`config.mk`:
```
export PLATFORM = sky130hd
export DESIGN_NAME = serial_subtractor
export DESIGN_NICKNAME = d
export VERILOG_FILES = /design/src/rtl/serial_arith_pkg.sv /design/src/rtl/serial_subtractor_fsub.sv /design/src/rtl/serial_subtractor.sv
export SDC_FILE = /design/constraint.sdc
export NUM_CORES = 1
export LEC_CHECK = 0
export BUFFER_PORTS_ARGS = -buffer_cell sky130_fd_sc_hd__buf_2
export CAP_MARGIN = 40
export CORE_MARGIN = 3
export CORE_UTILIZATION = 47
export DETAILED_ROUTE_END_ITERATION = 7
export GPL_ROUTABILITY_DRIVEN = 0
export GPL_TIMING_DRIVEN = 0
export PLACE_DENSITY = 0.82
export SYNTH_ARGS = -nofsm -noshare
export SYNTH_HDL_FRONTEND = slang
export SYNTH_SLANG_ARGS = --single-unit
```
`constraint.sdc`:
```
create_clock -name clk -period 1.3 [get_ports clk]
set_clock_uncertainty 0.15 [all_clocks]
set_input_delay 0.13 -clock clk [delete_from_list [all_inputs] [get_ports clk]]
set_output_delay 0.13 -clock clk [all_outputs]
set_load 0.005 [all_outputs]
```
`src/rtl/serial_arith_pkg.sv`:
```
// rtl/serial_arith_pkg.sv - shared state encoding and sizing helpers for the serial arithmetic cells
package serial_arith_pkg;

  // Encoding is fixed so a future serial_adder can share it; 2'd3 is unused
  typedef enum logic [1:0] {
    IDLE  = 2'd0,
    SHIFT = 2'd1,
    DONE  = 2'd2
  } state_t;

  // Bit counter width: enough to index bits 0..width-1, never less than one bit
  function automatic int cnt_w(input int width);
    return (width <= 2) ? 1 : $clog2(width);
  endfunction

endpackage

```
`src/rtl/serial_subtractor_fsub.sv`:
```
// rtl/serial_subtractor_fsub.sv - one-bit half and full subtractor cells
module half_subtractor (
  input  logic i_x,
  input  logic i_y,
  output logic o_d,
  output logic o_b
);
  assign o_d = i_x ^ i_y;
  assign o_b = ~i_x & i_y;
endmodule

module full_subtractor (
  input  logic i_x,
  input  logic i_y,
  input  logic i_bin,
  output logic o_d,
  output logic o_bout
);
  logic w_d1;
  logic w_b1;
  logic w_b2;

  half_subtractor u_hs_xy (
    .i_x (i_x),
    .i_y (i_y),
    .o_d (w_d1),
    .o_b (w_b1)
  );

  // Second stage subtracts the incoming borrow from the partial difference
  half_subtractor u_hs_bin (
    .i_x (w_d1),
    .i_y (i_bin),
    .o_d (o_d),
    .o_b (w_b2)
  );

  assign o_bout = w_b1 | w_b2;
endmodule

```
`src/rtl/serial_subtractor.sv`:
```
// rtl/serial_subtractor.sv - bit-serial a-b with registered borrow and valid/ready handshakes
module serial_subtractor
  import serial_arith_pkg::*;
#(
  parameter int WIDTH = 8
) (
  input  logic             clk,
  input  logic             rst_n,
  input  logic             start_valid,
  output logic             start_ready,
  input  logic [WIDTH-1:0] a,
  input  logic [WIDTH-1:0] b,
  output logic             done_valid,
  input  logic             done_ready,
  output logic [WIDTH-1:0] diff,
  output logic             borrow
);

  localparam int            CW       = cnt_w(WIDTH);
  localparam logic [CW-1:0] CNT_LAST = CW'(WIDTH - 1);

  state_t           r_state;
  state_t           w_next;
  logic [WIDTH-1:0] r_a_sh;
  logic [WIDTH-1:0] r_b_sh;
  logic [WIDTH-1:0] r_diff;
  logic             r_borrow;
  logic [CW-1:0]    r_cnt;
  logic             w_d;
  logic             w_bout;
  logic             w_accept;

  assign start_ready = (r_state == IDLE);
  assign done_valid  = (r_state == DONE);
  assign diff        = r_diff;
  assign borrow      = r_borrow;
  assign w_accept    = start_valid && (r_state == IDLE);

  full_subtractor u_fsub (
    .i_x    (r_a_sh[0]),
    .i_y    (r_b_sh[0]),
    .i_bin  (r_borrow),
    .o_d    (w_d),
    .o_bout (w_bout)
  );

  // State register; reset aborts any operation in flight
  always_ff @(posedge clk or negedge rst_n) begin
    if (!rst_n) begin
      r_state <= IDLE;
    end else begin
      r_state <= w_next;
    end
  end

  // Next state: the last bit is processed on the same edge that enters DONE
  always_comb begin
    w_next = r_state;
    case (r_state)
      IDLE:    if (start_valid) w_next = SHIFT;
      SHIFT:   if (r_cnt == CNT_LAST) w_next = DONE;
      DONE:    if (done_ready) w_next = IDLE;
      default: w_next = IDLE;
    endcase
  end

  // Operand capture on accept, then one bit per cycle with differences entering at the MSB end
  always_ff @(posedge clk or negedge rst_n) begin
    if (!rst_n) begin
      r_a_sh   <= '0;
      r_b_sh   <= '0;
      r_diff   <= '0;
      r_borrow <= 1'b0;
      r_cnt    <= '0;
    end else if (w_accept) begin
      r_a_sh   <= a;
      r_b_sh   <= b;
      r_borrow <= 1'b0;
      r_cnt    <= '0;
    end else if (r_state == SHIFT) begin
      r_diff   <= {w_d, r_diff[WIDTH-1:1]};
      r_a_sh   <= r_a_sh >> 1;
      r_b_sh   <= r_b_sh >> 1;
      r_borrow <= w_bout;
      r_cnt    <= r_cnt + CW'(1);
    end
  end

endmodule

```
==> impl_metrics.csv, run 1 <==
group,metric,value,unit
clocking,cts_max_level,2,
clocking,clockBufferDepth,2,
synthesis,synth_area_leaders,"dfrtp_1 56%, o22ai_1 9.3%, nand2_1 7.3%",
sta,setup-tns-final,-2.08,ns
synthesis,yosys.area.top_type,"dfrtp_1",
outcome,status,"complete, but fails checks",
cells_and_area,n_antenna_cell,0,
synthesis,synth_compound_area_frac,0.224,
sta,layout_setup_ws,-0.177,ns
detailed_routing,drc,0,
floorplan,rows,18,
sta,slew_viol_final,0,
setup_path,required,1.39,ns
detailed_routing,dr.pass1.iters,4,
cells_and_area,mostFrequentLayoutCells,"32 x buf_2, 30 x dfrtp_1, 26 x nand2_1",
power_and_ir_drop,switching_share,0.381,
grt,antenna_found_initial,0,
cells_and_area,finalNetCount,219,
detailed_routing,postRouteAntennaNets,0,
floorplan,die_h,59.4,um
setup_path,cp_max_fo,6,
cells_and_area,register_area,751,um2
cells_and_area,nFillCells,155,
power_and_ir_drop,p_per_area,2220,nW/um2
synthesis,synth_cells,130,
synthesis,synth_fa_ha_area_frac,0.0336,
detailed_routing,drt_iter0_markers,80,
grt,grt_max_degree,31,
sta,fmax,677,MHz
synthesis,synthSimpleGateAreaFrac,0.127,
cells_and_area,drive_gt1_frac,0.396,
job,cap_violations,0,
power_and_ir_drop,p_leak,0.957,nW
floorplan,core,2590,um2
setup_path,critPathMaxStageDelay,0.41,ns
setup_path,crit_chain,"buf_6 > buf_4 > buf_6 > o21bai_4 > a22o_1",
setup_path,critical_path_class,"reg -> reg",
synthesis,synthXorXnorAreaFrac,0,
place,placed_cell_area,1530,um2
power_and_ir_drop,p_clk_frac,0.135,
setup_path,crit_top_cell,"buf_6",
outcome,violations,"setup timing",
power_and_ir_drop,p_seq_frac,0.384,
power_and_ir_drop,ir_drop,0.00145,V
cells_and_area,area_growth,48.4,%
sta,max_slew_margin,0.550,
clocking,cts_root_buf,"clkbuf_4",
synthesis,yosys_register_bits,30,
grt,grt_pass1_vias,1247,
clocking,cts_tree,"done",
power_and_ir_drop,p_int,0.00273,W
synthesis,syn_nets,153,
power_and_ir_drop,p_comb_frac,0.482,
setup_path,arrival,1.57,ns
clocking,clock_latency,0.34,ns
detailed_routing,vias_per_cell,5.70,
sta,hold_viol_final,0,
clocking,path_clk_slew,0.10,ns
setup_path,start_kind,"register",
synthesis,yosysTopAreaCellShare,0.560,
synthesis,synthesis.area,1340,um2
floorplan,start_util,0.517,
synthesis,synth_warnings,0,
floorplan,fp.dieW,59.4,um
cells_and_area,stdcell_area,1990,um2
sta,hold_ws,0.0882,ns
grt,grt_pass1_wl,5.81,mm
setup_path,critical_path.endpoint_type,"register",
place,hpwlAfterDp,2.10,mm
sta,tightest_slew,0.674,ns
synthesis,muxShareOfSynthArea,0,
clocking,clkSinkCount,30,
hold_path,hold_depth,3,
cells_and_area,multi_input_area,619,um2
hold_path,hold_path.class,"in -> reg",
sta,setup_violations,24,
setup_path,cpMaxStageDelayCell,"dfrtp_1",
sta,rsz0062_at_grt,"true",
synthesis,avgSynthCellArea,10.3,um2
detailed_routing,vias,1294,
sta,timing.final.crit_share,1.14,
detailed_routing,totalWireLength,3.59,mm
grt,grt_usage,0.224,
place,io_buffer_count,30,
power_and_ir_drop,net-switching-power,0.00168,W
sta,period_needed,1.48,ns
grt,grt-ovfl-total,0,
setup_path,reg2regPathDepth,5,
synthesis,synth_top_family_by_area,"compound AO/OA/AOI/OAI gates",
floorplan,num_io_pins,31,
cells_and_area,final_common_cell,"buf_2",
synthesis,synth_cell_types,26,
detailed_routing,wire_per_inst,15.8,um
clocking,cts_made_buffers,5,
synthesis,yosysSeqAreaShare,0.560,
place,pre_cts_ws,-0.0730,ns
floorplan,dieArea,3530,um2
[power by group through the flow]
stage | logic [W] | registers (W) | clock network [W]
finish | 0.00212 | 0.00169 | 0.000593
global route | 0.00232 | 0.00175 | 0.000643
CTS | 0.00180 | 0.00167 | 0.000597
detailed placement | 0.00152 | 0.00166 | 0
global placement | 0.00143 | 0.00164 | 0
floorplan | 0.00108 | 0.00161 | 0
[per-stage QoR]
step / instances / util / power (W)
floorplan: 130 / - / 0.00269
global placement: 190 / 0.590 / 0.00307
detailed placement: 190 / 0.590 / 0.00318
CTS: 222 / 0.728 / 0.00407
global route: 227 / 0.768 / 0.00471
finish: 227 / 0.768 / 0.00441
[layer usage]
| layer | vias up | wire length (um) | GRT usage | share of wire |
|---|---|---|---|---|
| li1 | 601 | - | - | - |
| met1 | 631 | 1390 | 0.280 | 0.39 |
| met2 | 55 | 1890 | 0.368 | 0.53 |
| met3 | 7 | 263 | 0.0545 | 0.073 |
| met4 | 0 | 44 | 0.0939 | 0.012 |
| met5 | - | 0 | 0 | 0 |
[worst max-delay path, delay by kind of cell (launching register included)]
kind	cells	cell delay (ns)
AOI/OAI and AO/OA	2	0.39
DFF	1	0.41
buffers and inverters	3	0.42
[synthesized netlist by cell type]
cell type	number
o31ai_1	1
ha_1	2
nand2b_1	3
nand3b_1	2
dfrtp_1	30
buf_2	4
nor2_2	1
nand2b_2	1
inv_1	3
nand2_1	26
buf_6	1
inv_2	1
o21bai_2	1
a21oi_1	9
nor2b_1	2
a2bb2oi_1	2
buf_4	3
o22ai_1	20
o21ai_1	2
a22oi_1	2
a22o_1	3
o21ai_0	4
clkbuf_2	1
fa_1	1
o221a_1	2
nor2_1	3
[path summary, 6_finish.rpt]
path | start | endpoint | slack (ns)
min reg2reg | diff[0] | diff[0] | 0.34
min | start_valid | r_state[0] | 0.09
max reg2reg | r_state[1] | borrow | -0.18
max | r_state[1] | borrow | -0.18
max in group asynchronous | rst_n | r_a_sh[3] | 0.36
min in group asynchronous | rst_n | diff[5] | 0.20
[state kept, by name, summed over array words and instances, names as in the netlist]
name and cells:
diff 8, r_a_sh 8, r_b_sh 8, r_cnt 3
r_state 2, borrow 1
[cells by family (layout without fill, tap and decap cells)]
kind of cell / after synthesis / count (layout)
adders and majority gates: 3 / 3
buffers and inverters: 13 / 80
and+or+nand+nor: 38 / 38
DFF: 30 / 30
AOI/OAI and AO/OA: 46 / 46
[cell type report]
class | count | area share
inverters | 4 | 0.00881
flip-flops and latches | 30 | 0.378
clock inverters | 1 | 0.00252
clock buffers | 7 | 0.0277
repair buffers | 59 | 0.210
well taps | 30 | 0.0189
plain buffers | 9 | 0.0428
multi-input cells | 87 | 0.312
[timing repair]
item                       in CTS  in global routing
hold buffers                   18                  0
setup endpoints to repair      18                 32
cloned                          1                  1
pin swaps                       4                  4
hold endpoints to repair       47                  0
buffers inserted                5                  4
resized for setup              17                 24
Note: power is estimated with default switching activity, not from simulation.
==> run 2: changes to the inputs <==
Settings changed: RECOVER_POWER set to 100.
==> impl_metrics.csv, run 2 (synthesis gave the netlist of run 1 again) <==
group,metric,value,unit
outcome,status,"complete, but fails checks",
outcome,violations,"setup timing",
power_and_ir_drop,p_int,0.00272,W
detailed_routing,drt_iter0_markers,80,
clocking,clock_latency,0.34,ns
detailed_routing,drc,0,
setup_path,reg2regPathDepth,5,
cells_and_area,mostFrequentLayoutCells,"30 x dfrtp_1, 28 x buf_2, 26 x nand2_1",
power_and_ir_drop,p_clk_frac,0.135,
detailed_routing,wire_per_inst,15.9,um
sta,slew_viol_final,0,
setup_path,critPathMaxStageDelay,0.41,ns
sta,layout_setup_ws,-0.181,ns
sta,rsz0062_at_grt,"true",
cells_and_area,drive_gt1_frac,0.381,
hold_path,hp-start,"start_valid",
hold_path,min_to,"r_state[0]",
grt,antenna_found_initial,0,
setup_path,crit_chain,"buf_6 > buf_4 > buf_6 > o21bai_4 > a22o_1",
detailed_routing,totalWireLength,3.60,mm
cells_and_area,n_antenna_cell,0,
sta,fmax,675,MHz
job,cap_violations,0,
floorplan,die_h,59.4,um
setup_path,crit_top_cell,"buf_6",
power_and_ir_drop,p_seq_frac,0.384,
floorplan,core,2590,um2
clocking,clockBufferDepth,2,
setup_path,path_delay_family,"buffers and inverters",
sta,setup-tns-final,-2.18,ns
power_and_ir_drop,net-switching-power,0.00169,W
sta,hold_viol_final,0,
cells_and_area,final_common_cell,"dfrtp_1",
power_and_ir_drop,p_leak,0.946,nW
power_and_ir_drop,ir_drop,0.00145,V
place,hpwlAfterDp,2.10,mm
power_and_ir_drop,p_per_area,2220,nW/um2
hold_path,hold_depth,3,
detailed_routing,vias_per_cell,5.71,
power_and_ir_drop,finalPower,0.00441,W
grt,grt_usage,0.224,
clocking,cts_tree,"done",
setup_path,reg2reg_slack,-0.18,ns
setup_path,cp_max_fo,6,
setup_path,cpMaxStageDelayCell,"dfrtp_1",
floorplan,fp.dieW,59.4,um
sta,tightest_slew,0.749,ns
setup_path,start_kind,"register",
grt,grt_pass1_wl,5.81,mm
grt,grt_max_degree,31,
place,pre_cts_ws,-0.0730,ns
floorplan,dieArea,3530,um2
setup_path,critPathBufInv,3,
floorplan,start_util,0.517,
cells_and_area,area_growth,48.1,%
setup_path,critical_path_class,"reg -> reg",
hold_path,hold_path.class,"in -> reg",
grt,grt-ovfl-total,0,
clocking,cts_made_buffers,5,
sta,max_slew_margin,0.500,
setup_path,arrival,1.57,ns
cells_and_area,nFillCells,158,
cells_and_area,finalNetCount,219,
clocking,cts_max_level,2,
detailed_routing,dr.pass1.iters,5,
setup_path,critical_path.endpoint_type,"register",
place,io_buffer_count,30,
grt,grt_pass1_vias,1247,
power_and_ir_drop,switching_share,0.383,
detailed_routing,postRouteAntennaNets,0,
place,dp.cells,190,
clocking,path_clk_slew,0.10,ns
sta,period_needed,1.48,ns
power_and_ir_drop,p_comb_frac,0.481,
setup_path,r2r-start,"r_state[1]",
clocking,clkSinkCount,30,
sta,setup_violations,25,
cells_and_area,utilization,0.766,
sta,timing.final.crit_share,1.14,
setup_path,required,1.39,ns
clocking,cts_root_buf,"clkbuf_4",
detailed_routing,vias,1297,
cells_and_area,stdcell_count,227,
floorplan,rows,18,
floorplan,num_io_pins,31,
setup_path,rr_endpoint,"r_cnt[2]",
## run 2: cell types whose count changed in the layout (fill, tap and decap cells not counted)
cell / change
buf_2: -4
clkbuf_2: +1
clkbuf_1: +3
## run 2: area by class of cell
type	instances	area, um2	share of cell area
multi-input combinational	87	619	0.312
buffer	9	85.1	0.0429
inverter	4	17.5	0.00883
clock inverter	1	5.00	0.00252
sequential	30	751	0.378
tap	30	37.5	0.0189
clock buffer	7	55.1	0.0277
timing repair buffer	59	414	0.209
## run 2: how the worst max path moves through the flow
stage | startpoint | to | slack, ns | cells after the start
final | r_state[1] | r_cnt[2] | -0.18 | 5
after global routing | r_state[1] | r_cnt[2] | -0.21 | 5
after CTS | r_state[1] | done_valid | -0.16 | 5
after detailed placement | r_state[0] | r_a_sh[0] | -0.07 | 5
after global placement | r_state[1] | r_b_sh[6] | -0.05 | 4
after floorplan | r_state[1] | r_a_sh[4] | 0.02 | 4
## run 2: metrics by stage
step / cell area [um2] / hold slack (ns)
after CTS: 1890 / 0.0374
after detailed placement: 1530 / 0.0463
final: 1980 / 0.0825
after floorplan: 1340 / -0.316
after global placement: 1530 / 0.0360
after global routing: 1980 / 0.0811
## run 2: timing repair
item                                   4_1_cts  5_1_grt
pin swaps                                    4        4
hold buffers                                18        0
cloned                                       1        1
gates resized for setup                     17       24
buffers inserted                             5        4
setup endpoints to repair                   18       32
endpoints found under the hold margin       47        0
## run 2: power groups by stage
| stage | registers (W) | logic [W] | clock network [W] |
|---|---|---|---|
| finish | 0.00169 | 0.00212 | 0.000596 |
| CTS | 0.00167 | 0.00180 | 0.000597 |
| global placement | 0.00164 | 0.00143 | 0 |
| detailed placement | 0.00166 | 0.00152 | 0 |
| floorplan | 0.00161 | 0.00108 | 0 |
| global route | 0.00175 | 0.00231 | 0.000643 |
## run 2: worst register-to-register path: cells and delay by family (launching register included)
kind                   cells  cell delay [ns]
buffers and inverters      3             0.42
DFF                        1             0.41
AOI/OAI and AO/OA          2             0.40
## run 2: metal layers
layer	up-vias	GRT usage	wire, um
met3	5	0.0545	219
met2	56	0.368	1900
met4	0	0.0939	34
met1	632	0.280	1450
met5	-	0	0
li1	604	-	-
